$ cat config.mk
export PLATFORM = sky130hd
export DESIGN_NAME = imm_gen_pipe_flat
export DESIGN_NICKNAME = d
export VERILOG_FILES = /design/src/rtl/imm_gen_pipe_if.sv /design/src/rtl/imm_gen_pipe.sv /design/src/flat_wrapper.sv
export SDC_FILE = /design/constraint.sdc
export NUM_CORES = 1
export LEC_CHECK = 0
export ABC_AREA = 0
export CAP_MARGIN = 0
export CORE_MARGIN = 5
export CORE_UTILIZATION = 38
export CTS_CLUSTER_DIAMETER = 100
export CTS_CLUSTER_SIZE = 40
export DETAILED_ROUTE_END_ITERATION = 6
export HOLD_SLACK_MARGIN = 0.06
export PLACE_DENSITY_LB_ADDON = 0.1
export SYNTH_ARGS = -nofsm -noshare
export SYNTH_HDL_FRONTEND = slang
export SYNTH_SLANG_ARGS = --single-unit
$ cat constraint.sdc
create_clock -name clk -period 14.75 [get_ports clk]
set_input_delay 4.425 -clock clk [delete_from_list [all_inputs] [get_ports clk]]
set_output_delay 4.425 -clock clk [all_outputs]
set_load 0.03 [all_outputs]
$ cat src/rtl/imm_gen_pipe_if.sv
// Fetch-side and decode-side handshake bundle for imm_gen_pipe.
// Ports: in_valid/in_ready/in_instr/in_pc   (instruction in);
//        out_valid/out_ready/out_imm/out_fmt/out_illegal/out_target/out_pc (decoded result out).
interface imm_gen_pipe_if #(
  parameter int XLEN = 32
);
  logic            in_valid;
  logic            in_ready;
  logic [31:0]     in_instr;
  logic [XLEN-1:0] in_pc;
  logic            out_valid;
  logic            out_ready;
  logic [XLEN-1:0] out_imm;
  logic [2:0]      out_fmt;
  logic            out_illegal;
  logic [XLEN-1:0] out_target;
  logic [XLEN-1:0] out_pc;

  // master: instruction producer and result consumer (surrounding pipeline)
  modport master (
    output in_valid, in_instr, in_pc, out_ready,
    input  in_ready, out_valid, out_imm, out_fmt, out_illegal, out_target, out_pc
  );

  // slave: the immediate generator itself
  modport slave (
    input  in_valid, in_instr, in_pc, out_ready,
    output in_ready, out_valid, out_imm, out_fmt, out_illegal, out_target, out_pc
  );
endinterface

$ cat src/rtl/imm_gen_pipe.sv
// Purpose: RV32I/RV64I immediate generator (I/S/B/U/J), format + illegal flag + PC-relative target.
// Latency: 1 cycle from acceptance to out_valid; one instruction per cycle sustained.
// Backpressure: output register plus one skid entry; in_ready drops only when both are occupied.
// Ports: clk, rst_n (synchronous, active-low); bus = imm_gen_pipe_if.slave
//   (in_valid/in_ready/in_instr/in_pc, out_valid/out_ready/out_imm/out_fmt/out_illegal/out_target/out_pc).
// Optional: define IMM_GEN_CSR_ZIMM_EN to decode CSRR*I zimm as format 6 (zero-extended rs1 field).
module imm_gen_pipe #(
  parameter int XLEN    = 32,
  parameter int EN_RV64 = 0
) (
  input  logic         clk,
  input  logic         rst_n,
  imm_gen_pipe_if.slave bus
);

  localparam logic [2:0] FMT_NONE = 3'd0;
  localparam logic [2:0] FMT_I    = 3'd1;
  localparam logic [2:0] FMT_S    = 3'd2;
  localparam logic [2:0] FMT_B    = 3'd3;
  localparam logic [2:0] FMT_U    = 3'd4;
  localparam logic [2:0] FMT_J    = 3'd5;
`ifdef IMM_GEN_CSR_ZIMM_EN
  localparam logic [2:0] FMT_Z    = 3'd6;
`endif

  typedef enum logic [1:0] {EMPTY, ONE, FULL} state_t;

  typedef struct packed {
    logic [XLEN-1:0] imm;
    logic [2:0]      fmt;
    logic            illegal;
    logic [XLEN-1:0] target;
    logic [XLEN-1:0] pc;
  } res_t;

  state_t state, state_nxt;
  res_t   dec, out_q, skid_q;
  logic   accept, load_out, load_skid, skid_to_out;

  // Every immediate is built as 32-bit signed, then sign-extended to XLEN by
  // the size cast; zimm is built with zero upper bits so it stays positive.
  logic signed [31:0] imm32;
  logic               pc_rel;
  logic [31:0]        ins;

  assign ins = bus.in_instr;

  always_comb begin
    imm32       = '0;
    pc_rel      = 1'b0;
    dec         = '0;
    dec.fmt     = FMT_NONE;
    dec.illegal = 1'b0;
    if (ins[1:0] != 2'b11) begin
      dec.illegal = 1'b1;
    end else begin
      unique case (ins[6:0])
        7'b0000011, 7'b0010011, 7'b1100111: begin
          dec.fmt = FMT_I;
          imm32   = {{20{ins[31]}}, ins[31:20]};
        end
        7'b0011011: begin
          if ((EN_RV64 != 0) && (XLEN == 64)) begin
            dec.fmt = FMT_I;
            imm32   = {{20{ins[31]}}, ins[31:20]};
          end else begin
            dec.illegal = 1'b1;
          end
        end
        7'b0100011: begin
          dec.fmt = FMT_S;
          imm32   = {{20{ins[31]}}, ins[31:25], ins[11:7]};
        end
        7'b1100011: begin
          dec.fmt = FMT_B;
          pc_rel  = 1'b1;
          imm32   = {{19{ins[31]}}, ins[31], ins[7], ins[30:25], ins[11:8], 1'b0};
        end
        7'b0110111: begin
          dec.fmt = FMT_U;
          imm32   = {ins[31:12], 12'b0};
        end
        7'b0010111: begin
          dec.fmt = FMT_U;
          pc_rel  = 1'b1;  // AUIPC is the only U-type with a PC-relative target
          imm32   = {ins[31:12], 12'b0};
        end
        7'b1101111: begin
          dec.fmt = FMT_J;
          pc_rel  = 1'b1;
          imm32   = {{11{ins[31]}}, ins[31], ins[19:12], ins[20], ins[30:21], 1'b0};
        end
        7'b0110011, 7'b0111011, 7'b0001111: begin
          dec.fmt = FMT_NONE;
        end
        7'b1110011: begin
`ifdef IMM_GEN_CSR_ZIMM_EN
          if (ins[14] && (ins[13:12] != 2'b00)) begin
            dec.fmt = FMT_Z;
            imm32   = {27'b0, ins[19:15]};
          end
`endif
        end
        default: begin
          dec.illegal = 1'b1;
        end
      endcase
    end
    dec.imm    = XLEN'(imm32);
    dec.pc     = bus.in_pc;
    dec.target = bus.in_pc + (pc_rel ? dec.imm : XLEN'(4));
  end

  // in_ready is gated by rst_n so it reads 0 for the whole reset cycle,
  // not just from the edge after reset is sampled.
  assign bus.in_ready  = rst_n && (state != FULL);
  assign bus.out_valid = (state != EMPTY);
  assign accept        = bus.in_valid && bus.in_ready;

  always_comb begin
    state_nxt   = state;
    load_out    = 1'b0;
    load_skid   = 1'b0;
    skid_to_out = 1'b0;
    unique case (state)
      EMPTY: begin
        if (accept) begin
          state_nxt = ONE;
          load_out  = 1'b1;
        end
      end
      ONE: begin
        if (accept && bus.out_ready) begin
          load_out = 1'b1;
        end else if (accept) begin
          state_nxt = FULL;
          load_skid = 1'b1;
        end else if (bus.out_ready) begin
          state_nxt = EMPTY;
        end
      end
      FULL: begin
        if (bus.out_ready) begin
          state_nxt   = ONE;
          skid_to_out = 1'b1;
        end
      end
      default: begin
        state_nxt = EMPTY;
      end
    endcase
  end

  always_ff @(posedge clk) begin
    if (!rst_n) begin
      state  <= EMPTY;
      out_q  <= '0;
      skid_q <= '0;
    end else begin
      state <= state_nxt;
      if (load_out) begin
        out_q <= dec;
      end else if (skid_to_out) begin
        out_q <= skid_q;
      end
      if (load_skid) begin
        skid_q <= dec;
      end
    end
  end

  assign bus.out_imm     = out_q.imm;
  assign bus.out_fmt     = out_q.fmt;
  assign bus.out_illegal = out_q.illegal;
  assign bus.out_target  = out_q.target;
  assign bus.out_pc      = out_q.pc;

endmodule

$ cat src/flat_wrapper.sv
// flat-port wrapper written by rule: the top's interface ports become plain ports
module imm_gen_pipe_flat 
#(
  parameter int XLEN    = 32,
  parameter int EN_RV64 = 0
)
  (clk, rst_n, bus_in_valid, bus_in_instr, bus_in_pc, bus_out_ready, bus_in_ready, bus_out_valid, bus_out_imm, bus_out_fmt, bus_out_illegal, bus_out_target, bus_out_pc);
  imm_gen_pipe_if #(.XLEN(XLEN)) bus_i ();
  input  logic clk;
  input  logic rst_n;
  input wire logic [$bits(bus_i.in_valid)-1:0] bus_in_valid;
  input wire logic [$bits(bus_i.in_instr)-1:0] bus_in_instr;
  input wire logic [$bits(bus_i.in_pc)-1:0] bus_in_pc;
  input wire logic [$bits(bus_i.out_ready)-1:0] bus_out_ready;
  output wire logic [$bits(bus_i.in_ready)-1:0] bus_in_ready;
  output wire logic [$bits(bus_i.out_valid)-1:0] bus_out_valid;
  output wire logic [$bits(bus_i.out_imm)-1:0] bus_out_imm;
  output wire logic [$bits(bus_i.out_fmt)-1:0] bus_out_fmt;
  output wire logic [$bits(bus_i.out_illegal)-1:0] bus_out_illegal;
  output wire logic [$bits(bus_i.out_target)-1:0] bus_out_target;
  output wire logic [$bits(bus_i.out_pc)-1:0] bus_out_pc;
  assign bus_i.in_valid = bus_in_valid;
  assign bus_i.in_instr = bus_in_instr;
  assign bus_i.in_pc = bus_in_pc;
  assign bus_i.out_ready = bus_out_ready;
  assign bus_in_ready = bus_i.in_ready;
  assign bus_out_valid = bus_i.out_valid;
  assign bus_out_imm = bus_i.out_imm;
  assign bus_out_fmt = bus_i.out_fmt;
  assign bus_out_illegal = bus_i.out_illegal;
  assign bus_out_target = bus_i.out_target;
  assign bus_out_pc = bus_i.out_pc;
  imm_gen_pipe #(.XLEN(XLEN), .EN_RV64(EN_RV64)) u_core (.clk(clk), .rst_n(rst_n), .bus(bus_i));
endmodule
; Word level (Yosys, flattened, before mapping)
; Index checks and enable logic that the tools add are counted.
[totals]
register_bits = 202
in_bits = 68
out_inout_bits = 102
elab_cells = 67
[classes]
n_addsub = 1
n_eq_ne = 20
n_mux = 24
reduce_logical = 11
[op_table]
columns = op, n
row1 = two-way mux 100 bit, 2
row2 = one-hot mux 32 bit (5 select lines), 1
row3 = two-way mux 32 bit, 2
row4 = adder 32 bit, 1
row5 = "== test 7 x 6 -> 1 bit, second input constant", 4
row6 = "== test 7 bit, second input constant", 4
row7 = one-hot mux 3 bit (5 select lines), 1
row8 = "== test 7 x 5 -> 1 bit, second input constant", 2
row9 = OR reduction 12 bit, 1
row10 = two-way mux 1 bit, 10
row11 = two-way mux 2 bit, 5
row12 = "!= test 2 bit, second input constant", 4
row13 = "== test 7 x 2 -> 1 bit, second input constant", 1
row14 = "== test 7 x 4 -> 1 bit, second input constant", 1
row15 = one-hot mux 2 bit (3 select lines), 1
row16 = OR reduction 3 bit, 2
row17 = AND reduction 4 bit, 1
row18 = nonzero test 2 bit, 2
row19 = logical AND 1 bit, 3
row20 = two-way mux 3 bit, 1
row21 = "!= test 3 x 2 -> 1 bit, second input constant", 1
row22 = "== test 2 x 1 -> 1 bit, second input constant", 1
row23 = "== test 2 bit, second input constant", 1
row24 = zero test 2 bit, 1
row25 = 3 further kinds, 3

; Logic depth before layout (Yosys ltp)
[logic_depth]
depth_word = 7
depth_mapped = 18

; Worst setup path after synthesis
; No wires, ideal clock.
[synth_path]
kind = input -> output
startpoint = in rst_n
endpoint = out bus_in_ready
arrival_time_ns = 5.700
slack_ns = 4.625
path_stages = 5
path_buffers = 3
path_cell_list = clkbuf_1 clkinv_1 clkbuf_1 clkbuf_1 nor2_1
[synth_between]
elab_chain_cells = 1
[synth_rtl]
columns = element, line
row1 = start: declaration, flat_wrapper.sv:10  ; input logic rst_n;
row2 = logical AND 1 bit, imm_gen_pipe.sv:116  ; assign bus.in_ready = rst_n && (state != FULL);
row3 = end: declaration, flat_wrapper.sv:15  ; output wire logic [$bits(bus_i.in_ready)-1:0] bus_in_ready;
; No other way between the ends.

; Final worst setup path
; Same ends and word-level chain as after synthesis.

==> impl_metrics.prom <==
# TYPE chip_impl_metric gauge
chip_impl_info{name="status",value="completed"} 1
chip_impl_metric{name="number_of_distinct_library_cells_after_synthesis",unit=""} 61
chip_impl_metric{name="max-slew-margin-rel",unit="%"} 32.0
chip_impl_metric{name="drt_wl_total",unit="um"} 31300
chip_impl_metric{name="final.setup.tns",unit="ns"} 0
chip_impl_metric{name="route.antenna.remaining_nets",unit=""} 0
chip_impl_metric{name="fin_total_pwr",unit="mW"} 1.13
chip_impl_info{name="ys.flop_type",value="dfxtp_1"} 1
chip_impl_metric{name="first_pass_grt_wire_length",unit="um"} 49000
chip_impl_metric{name="pin_count_of_the_biggest_net_entering_global_routing",unit=""} 82
chip_impl_metric{name="final-setup-viol-count",unit=""} 0
chip_impl_metric{name="leakage",unit="nW"} 4.24
chip_impl_metric{name="finalCriticalPeriod",unit="ns"} 10.61
chip_impl_metric{name="power.switching_fraction",unit="%"} 29.5
chip_impl_metric{name="power.net_switching",unit="mW"} 0.334
chip_impl_metric{name="globalRouteOverflowTotal",unit=""} 0
chip_impl_metric{name="grt.total_usage",unit="%"} 20.4
chip_impl_metric{name="final.setup.worst_slack",unit="ns"} 4.14
chip_impl_metric{name="cts_num_sinks",unit=""} 202
chip_impl_metric{name="io_buffer_count",unit=""} 169
chip_impl_metric{name="ys.warnings.count",unit=""} 0
chip_impl_info{name="setup.worst_path.class",value="in2out"} 1
chip_impl_metric{name="number_of_nets_in_the_layout",unit=""} 1473
chip_impl_metric{name="synthArstFlopShare",unit="%"} 0
chip_impl_metric{name="worst_ep_arrival",unit="ns"} 6.18
chip_impl_info{name="rsz0062_at_grt",value="no"} 1
chip_impl_metric{name="first_iter_violations",unit=""} 689
chip_impl_metric{name="worst_ir_drop_vdd",unit="mV"} 0.0632
chip_impl_info{name="cts_tree",value="built"} 1
chip_impl_metric{name="required",unit="ns"} 10.32
chip_impl_metric{name="fraction_of_final_layout_cells_sized_beyond_drive_strength_1",unit="%"} 3.34
chip_impl_metric{name="fin_util",unit="%"} 46.7
chip_impl_info{name="type_of_element_launching_the_critical_path",value="input pin"} 1
chip_impl_metric{name="max_cap_viol_count",unit=""} 0
chip_impl_metric{name="worst-slew-pin-transition",unit="ns"} 1.02
chip_impl_metric{name="intPower",unit="mW"} 0.799
chip_impl_metric{name="place_ws",unit="ns"} 4.13
chip_impl_metric{name="floorplan.core_area",unit="sq um"} 25900
chip_impl_metric{name="clock_latency",unit="ns"} 0.48
chip_impl_metric{name="worst_setup_hold_path_clk_slew",unit="ns"} 0.12
chip_impl_metric{name="grt_antenna_before_repair",unit=""} 0
chip_impl_metric{name="postCtsSetupBuffers",unit=""} 0
chip_impl_metric{name="synth.net_count",unit=""} 1385
chip_impl_metric{name="power.share.clock",unit="%"} 30.1
chip_impl_metric{name="synth_area",unit="sq um"} 9940
chip_impl_metric{name="report.final.slew_viol_count",unit=""} 0
chip_impl_metric{name="combPwrFrac",unit="%"} 18.2
chip_impl_metric{name="fillers",unit=""} 2596
chip_impl_metric{name="cts_resized",unit=""} 0
chip_impl_metric{name="layout.cells.non_filler",unit=""} 1712
chip_impl_metric{name="bufs_on_longest_clock_path",unit=""} 3
chip_impl_metric{name="synth_cells",unit=""} 1285
chip_impl_metric{name="dp_cells",unit=""} 1696
chip_impl_metric{name="sequentialPowerShare",unit="%"} 51.7
chip_impl_metric{name="pwr_density_cell",unit="nW/um^2"} 93.6
chip_impl_info{name="end_kind",value="output port"} 1
chip_impl_metric{name="htreeDepth",unit=""} 1
chip_impl_metric{name="first_global_vias",unit=""} 8601
chip_impl_metric{name="drt-vias-per-instance",unit=""} 5.40
chip_impl_metric{name="die_h",unit="um"} 172
chip_impl_metric{name="via_count",unit=""} 9240
chip_impl_metric{name="finalInstanceArea",unit="sq um"} 12100
chip_impl_metric{name="floorplan.die_area",unit="sq um"} 29500
chip_impl_metric{name="numCtsBuffers",unit=""} 10
chip_impl_metric{name="layout.area.seq",unit="sq um"} 4040
chip_impl_metric{name="dpl-instance-area",unit="sq um"} 11800
chip_impl_metric{name="rows",unit=""} 59
chip_impl_info{name="min_path_type",value="reg2reg"} 1
chip_impl_metric{name="drc",unit=""} 0
chip_impl_metric{name="initial_utilization",unit="%"} 38.3
chip_impl_metric{name="post_synthesis_sequential_area_ratio",unit="%"} 40.7
chip_impl_metric{name="fin_skew",unit="ns"} 0.0259
chip_impl_metric{name="area_occupied_by_multi_input_gates",unit="sq um"} 5510
chip_impl_metric{name="detail_route.first_pass.iterations",unit=""} 5
chip_impl_metric{name="post_drt_wl_per_cell",unit="um"} 18.3
chip_impl_metric{name="pin_count",unit=""} 170
chip_impl_metric{name="post_synth_edffs",unit=""} 0
chip_impl_metric{name="hold_slack",unit="ns"} 0.463
chip_impl_metric{name="finalHoldViolations",unit=""} 0
chip_impl_metric{name="cts-hold-fix-buffers",unit=""} 0
chip_impl_metric{name="register_bit_total_from_synthesis",unit=""} 202
chip_impl_metric{name="syn2layout_area_growth",unit="%"} 21.9
chip_impl_metric{name="width_of_the_chip",unit="um"} 172
chip_impl_metric{name="max_freq",unit="MHz"} 94.3
chip_impl_metric{name="hpwl",unit="um"} 21400
chip_impl_metric{name="cp_max_fo",unit=""} 31
chip_impl_metric{name="post_synth.cell_area_avg",unit="sq um"} 7.73
chip_impl_info{name="clockRootBuffer",value="clkbuf_16"} 1
chip_impl_metric{name="routabilityCongestion",unit=""} 0.867
chip_impl_metric{name="post-route-period-util",unit="%"} 71.9
chip_impl_metric{name="antenna_cells",unit=""} 0
[cell usage in the layout, fill, tap and decap left out, types with 4 or more instances in the layout]
| cell | synthesis | layout |
|---|---|---|
| a211oi_1 | 60 | 60 |
| a21o_1 | 13 | 13 |
| a21oi_1 | 116 | 116 |
| a21oi_2 | 4 | 4 |
| a22oi_1 | 6 | 6 |
| a311oi_1 | 56 | 56 |
| a31oi_1 | 4 | 4 |
| a41oi_1 | 4 | 4 |
| and2_1 | 9 | 8 |
| and3_1 | 34 | 34 |
| buf_4 | 0 | 9 |
| clkbuf_16 | 0 | 11 |
| clkdlybuf4s50_1 | 0 | 169 |
| dfxtp_1 | 202 | 202 |
| ha_1 | 31 | 31 |
| inv_1 | 8 | 8 |
| mux2i_1 | 12 | 12 |
| nand2_1 | 295 | 294 |
| nand3_1 | 25 | 23 |
| nand4_1 | 4 | 4 |
| nor2_1 | 142 | 140 |
| nor2b_1 | 8 | 8 |
| nor3_1 | 10 | 10 |
| o21a_1 | 6 | 6 |
| o21ai_0 | 25 | 25 |
| o21ai_1 | 10 | 10 |
| o21bai_1 | 7 | 7 |
| o22ai_1 | 14 | 14 |
| xnor2_1 | 12 | 12 |
| xor2_1 | 15 | 15 |
[power groups by stage]
| stage | clock, mW | combinational, mW | sequential (mW) |
|---|---|---|---|
| after global placement | 0 | 0.206 | 0.598 |
| after floorplan | 0 | 0.0819 | 0.632 |
| after detailed placement | 0 | 0.207 | 0.598 |
| after CTS | 0.353 | 0.208 | 0.586 |
| after global routing | 0.372 | 0.223 | 0.589 |
| final | 0.342 | 0.206 | 0.586 |
[kinds of logic (layout without fill, tap and decap cells)]
logic type      count (synthesis)  after routing  synth area share, %
simple gates                  547            547                 23.2
compound gates                353            353                 24.1
flops                         202            202                 40.7
buf+inv                       111            203                 4.27
fa+ha+maj                      32             32                 4.11
xor+xnor                       27             27                 2.38
mux                            12             12                 1.21
other cells                     1              1               0.0377
[worst max-delay path, stage by stage]
cell             delay (ns)
clkdlybuf4s50_1        0.45
buf_4                  0.27
inv_4                  0.19
nor2_1                 0.14
clkdlybuf4s50_1        0.68
[registers in the layout (all words and copies together) (netlist names)]
register	cells
u_core.skid_q	100
u_core.bus.out_pc	32
u_core.state	2
u_core.bus.out_illegal	1
u_core.bus.out_imm	32
u_core.bus.out_fmt	3
u_core.bus.out_target	32
[final timing paths]
kind | from | end | slack [ns] | cells past startpoint
hold / removal | u_core.skid_q[35] | u_core.skid_q[35] | 0.46 | 2
setup reg to reg | u_core.state[1] | u_core.skid_q[71] | 11.63 | 6
hold reg to reg | u_core.skid_q[35] | u_core.skid_q[35] | 0.46 | 2
setup / recovery | rst_n | bus_in_ready | 4.14 | 5
[layer usage]
layer	track usage, %	routed length, um
met2	31.6	13700
met5	0	0
met4	2.45	306
met1	31.0	15500
met3	3.06	1770
[cells in the mapped netlist (all sizes together) (2+ instances only)]
library cell    n  share of area [%]
nand2         295                 11
dfxtp         202                 41
nor2          142                5.4
a21oi         120                6.2
clkbuf         93                3.5
a211oi         60                4.5
a311oi         58                5.2
o21ai          35                1.8
and3           34                2.1
ha             31                3.9
nand3          25                1.3
xor2           15                1.3
o22ai          14               0.88
a21o           13               0.98
mux2i          12                1.2
xnor2          12                1.1
and2           10               0.63
nor3           10               0.50
buf             9               0.42
nor2b           9               0.64
inv             8               0.30
o21bai          7               0.53
a22oi           6               0.45
o21a            6               0.45
a31oi           4               0.25
a41oi           4               0.35
nand4           4               0.25
or2             4               0.25
a21boi          3               0.23
a221o           3               0.30
a221oi          3               0.26
a31o            3               0.26
nand2b          3               0.19
o211ai          3               0.23
or3             3               0.19
a2111oi         2               0.37
a211o           2               0.18
nand3b          2               0.15
nand4b          2               0.18
o2111ai         2               0.18
[cell type report]
cell class | count | share of cell area [%]
well taps | 335 | 3.46
multi-input cells | 972 | 45.5
clock buffers | 11 | 2.27
inverters | 9 | 0.300
flip-flops and latches | 202 | 33.4
repair buffers | 178 | 14.5
clock inverters | 5 | 0.517
Power figures use the tool's default switching activity.
==> variant (same settings) <==
Add a define of `IMM_GEN_CSR_ZIMM_EN`.
--- a/src/rtl/imm_gen_pipe.sv
+++ b/src/rtl/imm_gen_pipe.sv
@@ -4,6 +4,8 @@
 // Ports: clk, rst_n (synchronous, active-low); bus = imm_gen_pipe_if.slave
 //   (in_valid/in_ready/in_instr/in_pc, out_valid/out_ready/out_imm/out_fmt/out_illegal/out_target/out_pc).
 // Optional: define IMM_GEN_CSR_ZIMM_EN to decode CSRR*I zimm as format 6 (zero-extended rs1 field).
+`define IMM_GEN_CSR_ZIMM_EN
+
 module imm_gen_pipe #(
   parameter int XLEN    = 32,
   parameter int EN_RV64 = 0
Behaviour: not the same (a bounded check fails within 4 cycles, from zero or initial values and one cycle with rst_n low).
==> variant against the unedited design <==
  * Via count grew 3.1%
  * Power fell by 2.0%
  * Wire length rose by 3.0%
  * First-iteration DRC count grew 8.6%
  * Area after synthesis grew 2.6%
  * Worst setup slack got worse by 0.43 ns
  * Synthesized cell count increased by 1.4%
  * Sequential cell count did not move
  * Final area is 1.7% higher
  * Sequential share of layout area down 0.56 points
  * Critical path type unchanged
  * Largest power group unchanged
==> variant: results (changes against the unedited design) <==
Global routing
  • Vias in the first global route: 9,010 (was 8,601)
  • GRT Util Overall: 20.28% (was 20.42%)
  • GRT met1 Usage: 28.92% (was 30.98%)
  • Met3 Resource Use GR: 2.072% (was 3.057%)
  • Largest net degree at the start of global routing: 89 (was 82)
  • Initial antenna violation count: 0 (unchanged)
  • First-pass GRT wire length: 50.93 mm (was 49.04 mm)
  • Met2 GRT Util: 33.50% (was 31.61%)

Power
  • Combinational Power Share: 16.5% (was 18.2%)
  • Net Sw Frac: 29.41% (was 29.50%)
  • Clock power share: 31.6% (was 30.1%)
  • Int Power: 0.7840 mW (was 0.7992 mW)
  • Peak supply drop: 0.07401 mV (was 0.06322 mV)
  • Leakage: 4.284 nW (was 4.243 nW)

Worst setup path
  • Critical Path AT: 6.62 ns (was 6.18 ns)
  • Crit Path Max Fanout: 83 (was 31)
  • CP startpoint: rst_n (unchanged)

Route
  • M1 wire length: 15.20 mm (was 15.48 mm)
  • Wire per inst: 18.52 um (was 18.27 um)
  • DR pass1 iterations: 5 (unchanged)
  • Vias: 9,522 (was 9,240)
  • DR iter-0 viols: 748 (was 689)
  • DR WL met3: 1.419 mm (was 1.768 mm)
  • Met2 WL: 14.94 mm (was 13.72 mm)

Hold path
  • Hold Path Origin: u_core.skid_q[22] (was u_core.skid_q[35])

Placed design
  • GP Congestion: 0.8837 (was 0.8667)
  • Dpl cell area: 11,970 um^2 (was 11,770 um^2)
  • DP HPWL: 21.97 mm (was 21.38 mm)

Logic synthesis
  • Yosys warns: 0 (unchanged)
  • Synth unique cells: 71 (was 61)
  • Mapped Cells: 1,303 (was 1,285)
  • Post-synthesis sequential area ratio: 39.67% (was 40.70%)
  • Synth area leaders: dfxtp_1 40%, nand2_1 9.2%, a21oi_1 6.4% (was dfxtp_1 41%, nand2_1 11%, a21oi_1 5.8%)
  • Top cells by count, synth: 249 x nand2_1, 202 x dfxtp_1, 157 x nor2_1 (was 295 x nand2_1, 202 x dfxtp_1, 142 x nor2_1)
  • Syn nets: 1,403 (was 1,385)

Clock tree
  • Root Driver: clkbuf_16 (unchanged)
  • TritonCTS buffer count: 11 (was 10)
  • Worst-path clk slew: 0.09 ns (was 0.12 ns)

Final layout
  • Share of cells above drive strength 1: 4.149% (was 3.341%)
  • # nets final: 1,494 (was 1,473)
  • FILL cells: 2,714 (was 2,596)
  • Post-route insts no fill: 1,739 (was 1,712)

Outcome
  • Status: completed (unchanged)

STA
  • Worst slew pin tran: 1.232 ns (was 1.018 ns)
  • Clk_skew: 0.01848 ns (was 0.02586 ns)
variant: changes by cell type in the layout (fill, tap and decap cells not counted), moves of 11 or more:
cell and delta:
a211oi_1 -19, a21oi_1 +15, a22oi_1 +28, a311oi_1 -11
and3_1 -26, nand2_1 -46, nand3_1 +19, nor2_1 +14
o21ai_0 +25
variant: worst paths after layout:
check / end / slack [ns] / cells past startpoint
hold / removal: u_core.skid_q[22] / 0.46 / 2
setup reg to reg: u_core.skid_q[57] / 11.61 / 7
setup / recovery: bus_in_ready / 3.71 / 5
hold reg to reg: u_core.skid_q[22] / 0.46 / 2
variant: critical path, stage by stage:
cell,delay [ns]
clkdlybuf4s50_1,0.45
buf_4,0.42
inv_4,0.40
nor2_1,0.21
clkdlybuf4s50_1,0.69
variant: kinds of logic after synthesis:
kind of cell	Yosys count	synth area share, %
XOR/XNOR	28	2.406
adder cells (fa/ha/maj)	32	4.001
AO/OA/AOI/OAI	387	25.60
other	1	0.03679
AND/OR/NAND/NOR	532	22.46
multiplexers	11	1.080
buffers and inverters	110	4.738
flip-flops	202	39.67
variant: layout make-up:
type / count / area (um^2) / share of cell area (%)
Tap cell: 341 / 426.7 / 3.464
Timing Repair Buffer: 179 / 1767 / 14.35
Clock inverter: 5 / 66.31 / 0.5385
Clock buffer: 12 / 279.0 / 2.266
Sequential cell: 202 / 4044 / 32.84
Multi-Input combinational cell: 991 / 5697 / 46.26
Inverter: 9 / 36.28 / 0.2946
variant: metrics by stage:
step	utilization, %	hold slack [ns]	setup slack, ns
5_1_grt	46.21	0.4768	3.556
4_1_cts	46.21	0.4616	3.656
3_5_place_dp	44.92	0.4468	3.660
6_report	46.21	0.4596	3.706
2_1_floorplan	-	0.4344	4.621
3_3_place_gp	44.92	0.4421	3.674
